### config.mk
export PLATFORM = sky130hd
export DESIGN_NAME = lifo_stack_buf
export DESIGN_NICKNAME = d
export VERILOG_FILES = /design/src/rtl/lifo_stack_buf.sv
export SDC_FILE = /design/constraint.sdc
export NUM_CORES = 1
export LEC_CHECK = 0
export CAP_MARGIN = 20
export CELL_PAD_IN_SITES_DETAIL_PLACEMENT = 1
export CELL_PAD_IN_SITES_GLOBAL_PLACEMENT = 1
export CORE_ASPECT_RATIO = 0.9
export CORE_MARGIN = 2
export CORE_UTILIZATION = 42
export CTS_CLUSTER_SIZE = 40
export DETAILED_ROUTE_END_ITERATION = 10
export PLACE_DENSITY = 0.76
export SLEW_MARGIN = 20
export SYNTH_ARGS = -nofsm -noshare
export SYNTH_HDL_FRONTEND = slang
export SYNTH_SLANG_ARGS = --single-unit
export TNS_END_PERCENT = 5
### constraint.sdc
create_clock -name clk -period 5.7 [get_ports clk]
set_input_delay 1.425 -clock clk [delete_from_list [all_inputs] [get_ports clk]]
set_output_delay 1.425 -clock clk [all_outputs]
set_load 0.03 [all_outputs]
### src/rtl/lifo_stack_buf.sv
// Parametrised LIFO stack with on-chip storage, registered top-of-stack output,
// occupancy thresholds and sticky overflow/underflow flags.
module lifo_stack_buf #(
  parameter int unsigned WIDTH      = 8,
  parameter int unsigned DEPTH      = 8,
  parameter int unsigned AFULL_LVL  = DEPTH - 1,
  parameter int unsigned AEMPTY_LVL = 1,
  parameter int unsigned CW         = $clog2(DEPTH + 1)
) (
  input  logic             clk,
  input  logic             rst,
  input  logic             push,
  input  logic             pop,
  input  logic [WIDTH-1:0] din,
  input  logic             clr_err,
  output logic [WIDTH-1:0] dout,
  output logic [CW-1:0]    count,
  output logic             empty,
  output logic             full,
  output logic             afull,
  output logic             aempty,
  output logic             ovf,
  output logic             udf
);

  localparam int unsigned AW = (DEPTH > 1) ? $clog2(DEPTH) : 1;

  logic [WIDTH-1:0] mem [DEPTH];
  logic             we;
  logic [CW-1:0]    wr_idx;
  logic [CW-1:0]    rd_idx;

  assign empty  = (count == '0);
  assign full   = (32'(count) == DEPTH);
  assign afull  = (32'(count) >= AFULL_LVL);
  assign aempty = (32'(count) <= AEMPTY_LVL);

  // Push+pop on a non-empty stack overwrites the top; otherwise writes land at count.
  always_comb begin
    we     = 1'b0;
    wr_idx = count;
    rd_idx = count - CW'(2);
    if (push && (!full || pop)) begin
      we = 1'b1;
      if (pop && !empty) begin
        wr_idx = count - CW'(1);
      end
    end
  end

  // Storage carries no reset; writes coincident with rst are harmless.
  always_ff @(posedge clk) begin
    if (we) begin
      mem[AW'(wr_idx)] <= din;
    end
  end

  always_ff @(posedge clk) begin
    if (rst) begin
      count <= '0;
      dout  <= '0;
      ovf   <= 1'b0;
      udf   <= 1'b0;
    end else begin
      if (clr_err) begin
        ovf <= 1'b0;
        udf <= 1'b0;
      end
      case ({push, pop})
        2'b10: begin
          if (!full) begin
            count <= count + CW'(1);
            dout  <= din;
          end else begin
            ovf <= 1'b1;
          end
        end
        2'b01: begin
          if (32'(count) >= 2) begin
            count <= count - CW'(1);
            dout  <= mem[AW'(rd_idx)];
          end else if (!empty) begin
            count <= '0;
            dout  <= '0;
          end else begin
            udf <= 1'b1;
          end
        end
        2'b11: begin
          if (empty) begin
            count <= CW'(1);
          end
          dout <= din;
        end
        default: ;
      endcase
    end
  end

endmodule
==> impl_metrics.toml, run 1 <==
[route]
routedWlPerCell_um = 22.1
route.vias.total = 2051
drc_errors = 0
drtIter0Drc = 127
wl_um = 7990
antenna_left = 0
vias_per_cell = 5.67
drt-pass1-iter-count = 4

[timing]
max_freq_mhz = 234
finalSetupViolations = 0
slew_violations = 0
min_period_over_period_pct = 75.0
min_period_ns = 4.27
rsz0062_at_grt = "no"
slew_headroom_pct = 52.2
worstMarginPinSlew_ns = 0.713
finalWorstSetupSlack_ns = 1.43
hold_viol_final = 0
clock_skew_ns = 0.00982
finalSetupTns_ns = 0

[synthesis]
seq_area_frac_synth_pct = 62.7
syn_nets = 246
yosysWarnings = 0
async_flop_share_pct = 0
yosys.area.top_type = "edfxtp_1"
netlist_top_cells_area = "edfxtp_1 (55%), mux4_2 (10%), dfxtp_1 (8.0%)"
syn_area_per_cell_sq_um = 15.6
synth-edff-count = 64
synth-main-ff-cell = "edfxtp_1"
synth_cell_types = 47
syn_inst = 225
synth_top_area_share_pct = 54.7
syn_area_sq_um = 3510
synth-seq-cells = 78

[finish]
diodes = 0
layout-drive-gt1-share_pct = 21.7
syn_to_final_growth_pct = 16.9
final_nets = 279

[clocking]
clock_path_buffers = 2
cts_root_buf = "clkbuf_8"
htreeDepth = 3
cts.reportedPaths.clkPinSlew_ns = 0.08
postCtsSetupBuffers = 0
cts_resized = 0
ctsHoldBuffers = 0
cts_made_buffers = 9
clkLatencyLatePin_ns = 0.35
cts.sinks = 78
tritoncts = "yes"

[worst_hold_path]
min_path_type = "flop to flop"
min_delay_path_depth = 2

[critical_path]
worst_setup_path_start_kind = "flop"
cp.required_ns = 4.28
slowest_delay_ns = 0.69
path_class = "flop to primary output"
cp-end-kind = "primary output"
reg2reg_depth = 8
crit_path_max_fanout = 26
path_cells = "buf_4 > inv_1 > ha_1 > or3b_1 > inv_1 > clkdlybuf4s50_1"
cp_slowest_cell = "clkdlybuf4s50_1"
crit_top_cell = "inv_1"
r2r_slack_ns = 2.57
worstPathArrival_ns = 2.85

[flow_run]
maxCapViolations = 0

[run_status]
status = "finished clean"

[pwr]
ir_worst_vdd_mv = 0.227
p_leak_nw = 1.39
powerDensity_nw_per_um2 = 488
power_mw = 2.00

[placed_design]
gp_congestion = 0.829
dp_hpwl_um = 5360
dp_slack_ns = 1.41
port-buffer-count = 30

[floorplan]
fp.dieW_um = 100
die-height_um = 90.8
pin_count = 31
fp-row-count = 31
start_util_pct = 43.5
core-area_sq_um = 8070
dieArea_sq_um = 9110

[grt]
grt_util_all_layers_pct = 18.5
grt_max_degree = 27
grt_pass1_vias = 2172
overflow = 0
grt_pass1_wl_um = 12100
antenna_found_initial = 0
[path summary, 6_finish.rpt]
| kind | to | start |
|---|---|---|
| max | empty | count[0] |
| min reg2reg | udf | udf |
| max reg2reg | mem[1][5] | count[0] |
| min | udf | udf |
[cell usage in the layout, fill, tap and decap left out, drive strengths merged]
master	Yosys	layout
nor4	2	2
o21a	2	2
a21oi	13	13
a22oi	5	5
clkdlybuf4s50	0	30
or3b	1	1
clkbuf	3	9
and3	2	2
o22ai	5	5
mux2i	12	12
nor3	12	12
mux4	16	16
o21ai	7	7
a22o	1	1
dfxtp	14	14
nand2b	1	1
nand2	7	7
a21o	3	3
or3	1	1
buf	11	6
inv	7	8
o32ai	1	1
ha	8	8
a32oi	1	1
or2	1	1
a211oi	1	1
nand3	4	4
clkinv	0	4
nor2	7	7
bufinv	0	2
xor2	1	1
and2	10	10
edfxtp	64	64
nor2b	2	2
[logic make-up (layout without fill, tap and decap cells)]
| group | after synthesis | count (layout) | share of synthesized area, % |
|---|---|---|---|
| simple gates | 50 | 50 | 8.73 |
| xor+xnor | 1 | 1 | 0.249 |
| buf+inv | 21 | 59 | 3.78 |
| flops | 78 | 78 | 62.7 |
| mux | 28 | 28 | 13.7 |
| fa+ha+maj | 8 | 8 | 2.85 |
| compound gates | 39 | 39 | 8.05 |
[state kept, by name, indices dropped and copies added, names as in the netlist]
register and count:
count 4, mem 64, ovf 1, dout 8, udf 1
[layer usage]
metal / wire length, um / vias up / GRT usage (%)
met5: 0 / - / 0
met4: 136 / 0 / 6.62
met3: 352 / 12 / 5.19
met2: 4050 / 62 / 30.1
met1: 3450 / 1036 / 23.4
li1: - / 941 / -
[where the power goes]
part	internal, mW	leakage, nW	switching [mW]
registers	0.715	0.695	0.0335
logic	0.339	0.591	0.468
clock network	0.244	0.108	0.203
[final cells by class]
class	instances	area, sq um
fillers	777	3960
clock buffers	9	124
multi-input cells	126	1200
well taps	99	124
repair buffers	36	345
flip-flops and latches	78	2200
inverters	7	26.3
clock inverters	7	86.3
[synth_stat cells (2+ instances only)]
master and n:
a21oi_2 2, nand3_1 3, ha_1 8, clkbuf_1 2, and2_1 9, o22ai_1 4
o21ai_1 2, mux2i_1 12, a22oi_1 5, nor2_1 6, o21ai_0 2, a21oi_1 11
dfxtp_1 14, a21o_2 2, buf_2 2, o21ai_2 3, inv_1 7, nand2_1 7
nor3_1 12, buf_4 5, buf_6 3, mux4_2 16, edfxtp_1 64
[critical path: cells and delay by family, from the launching register on]
kind | cells | cell delay [ns]
buffers and inverters | 4 | 1.38
adders and majority gates | 1 | 0.31
and+or+nand+nor | 1 | 0.50
DFF | 1 | 0.31
[metrics by stage]
step           utilization, %  std cells  cell area (sq um)  hold WS, ns
2_1_floorplan               -        225               3510        0.631
3_3_place_gp             48.0        346               3880        0.474
3_5_place_dp             48.1        346               3880        0.485
4_1_cts                  50.7        362               4090        0.506
5_1_grt                  50.9        362               4110        0.530
6_report                 50.9        362               4110        0.496
(Power assumes the default switching activity.)
==> run 2: changes to the inputs <==
Clock period 5.7 ns to 4.4 ns, I/O delays scaled along.
==> run 2 against run 1 <==
Power up 36%. Critical path depth down 1. Final area up 1.5%. Setup slack worse by 0.68 ns. Clock power up 55%. Die area unchanged. Global-route usage up 0.90 points. Highest routed layer unchanged. Via count up 0.20%. Cell count up 1.1%. Non-clock buffer count up 4. Combinational power up 32%.
==> impl_metrics.toml, run 2 (synthesis gave the netlist of run 1 again) <==
[run_status]
status = "finished clean"

[floorplan]
pin_count = 31
core-area_sq_um = 8070
die-height_um = 90.8
fp-row-count = 31
start_util_pct = 43.5
dieArea_sq_um = 9110
fp.dieW_um = 100

[pwr]
clockPowerShare_pct = 25.4
seq_power_share_pct = 35.5
ir_worst_vdd_mv = 0.281
comb_power_share_pct = 39.1
p_leak_nw = 1.44
swShare_pct = 33.8
p_sw_mw = 0.923
powerDensity_nw_per_um2 = 655
p_int_mw = 1.80

[timing]
hold_viol_final = 0
finalSetupTns_ns = 0
worstMarginPinSlew_ns = 0.679
finalWorstSetupSlack_ns = 0.747
finalSetupViolations = 0
clock_skew_ns = 0.00984
min_period_ns = 3.65
min_period_over_period_pct = 83.0
rsz0062_at_grt = "no"
max_freq_mhz = 274
slew_headroom_pct = 54.6
slew_violations = 0

[grt]
grt_pass1_vias = 2155
grt_pass1_wl_um = 12800
grt_max_degree = 26
antenna_found_initial = 0
overflow = 0
globalRouteMet3Util_pct = 4.26
met1_usage_pct = 28.3
use_met2_pct = 29.4
grt_util_all_layers_pct = 19.3
busiest_layer = "met2"

[route]
vias_per_cell = 5.61
wl_um = 8160
antenna_left = 0
route.vias.total = 2055
drtIter0Drc = 155
routedWlPerCell_um = 22.3
drc_errors = 0
drt-pass1-iter-count = 4

[clocking]
clkLatencyLatePin_ns = 0.35
htreeDepth = 3
cts_made_buffers = 9
cts_root_buf = "clkbuf_8"
tritoncts = "yes"
cts.reportedPaths.clkPinSlew_ns = 0.08
cts.sinks = 78
postCtsSetupBuffers = 0
ctsHoldBuffers = 0
clock_path_buffers = 2
cts_resized = 0

[finish]
seq_area_sq_um = 2200
regMostFlops = "mem"
syn_to_final_growth_pct = 18.6
final_nets = 283
final_area_sq_um = 4170
fill_cells = 807
final_cell_mix = "edfxtp_1 (64), clkdlybuf4s50_1 (30), mux4_2 (16)"
layout_commonest_cell = "edfxtp_1"
largest_reg_flops = 64
multi_input_area_sq_um = 1180
diodes = 0
top_regs = "mem (64), dout (8), count (4)"
layout-drive-gt1-share_pct = 21.3

[placed_design]
dp_slack_ns = 1.04
place_area_sq_um = 3910
dp_hpwl_um = 5520
port-buffer-count = 30
gp_congestion = 0.828

[critical_path]
reg2reg_depth = 7
slowest_delay_ns = 0.69
r2r_slack_ns = 1.75
cp.required_ns = 3.30
cp-end-kind = "primary output"
crit_path_end = "empty"
cp_slowest_cell = "clkdlybuf4s50_1"
r2r_start = "count[0]"
crit_start = "count[0]"
path_cells = "inv_1 > ha_1 > or3b_1 > inv_1 > clkdlybuf4s50_1"
path_class = "flop to primary output"
r2r_end = "mem[4][2]"
worstPathArrival_ns = 2.55
crit_top_cell = "inv_1"
crit_path_max_fanout = 6
worst_setup_path_start_kind = "flop"

[worst_hold_path]
min_path_type = "flop to flop"

[flow_run]
maxCapViolations = 0
run 2: cell count changes in the layout (fill, tap and decap cells not counted):
cell and delta:
buf_4 +4, nor3_1 +4, nor3_2 -4, bufinv_16 +2, clkinv_2 -2, clkbuf_1 +1, clkinv_1 -1
run 2: through the flow:
stage | cells | utilization, % | hold slack (ns) | power, mW
2_1_floorplan | 225 | - | 0.631 | 1.75
3_3_place_gp | 350 | 48.4 | 0.465 | 2.03
3_5_place_dp | 350 | 48.4 | 0.473 | 2.05
4_1_cts | 366 | 51.6 | 0.496 | 2.76
5_1_grt | 366 | 51.6 | 0.525 | 2.86
6_report | 366 | 51.6 | 0.488 | 2.73
run 2: worst max-delay path, delay by kind of cell (launching register included):
kind,cells,cell delay [ns]
flops,1,0.32
fa+ha+maj,1,0.33
buf+inv,3,1.05
simple gates,1,0.50
run 2: power groups by stage:
stage	sequential [mW]	combinational (mW)	clock [mW]
floorplan	1.03	0.722	0
global placement	0.977	1.05	0
detailed placement	0.987	1.07	0
CTS	0.971	1.08	0.708
global route	0.979	1.15	0.733
finish	0.969	1.07	0.692
run 2: worst min-delay path by stage:
| stage | from | slack (ns) | cells past startpoint | endpoint |
|---|---|---|---|---|
| after floorplan | udf | 0.63 | 2 | udf |
| after global placement | ovf | 0.46 | 2 | ovf |
| after detailed placement | ovf | 0.47 | 2 | ovf |
| after CTS | ovf | 0.50 | 2 | ovf |
| after global routing | ovf | 0.53 | 2 | ovf |
| final | ovf | 0.49 | 2 | ovf |
run 2: area by class of cell:
| cell class | count | share of cell area [%] |
|---|---|---|
| well taps | 99 | 2.97 |
| multi-input cells | 126 | 28.3 |
| clock inverters | 6 | 3.18 |
| flip-flops and latches | 78 | 52.9 |
| repair buffers | 40 | 9.01 |
| clock buffers | 10 | 3.06 |
| inverters | 7 | 0.631 |
run 2: metal layers:
| layer | share of wire (%) | up-vias |
|---|---|---|
| li1 | - | 945 |
| met1 | 47 | 1057 |
| met2 | 49 | 48 |
| met3 | 3.6 | 5 |
| met4 | 0.66 | 0 |
| met5 | 0 | - |
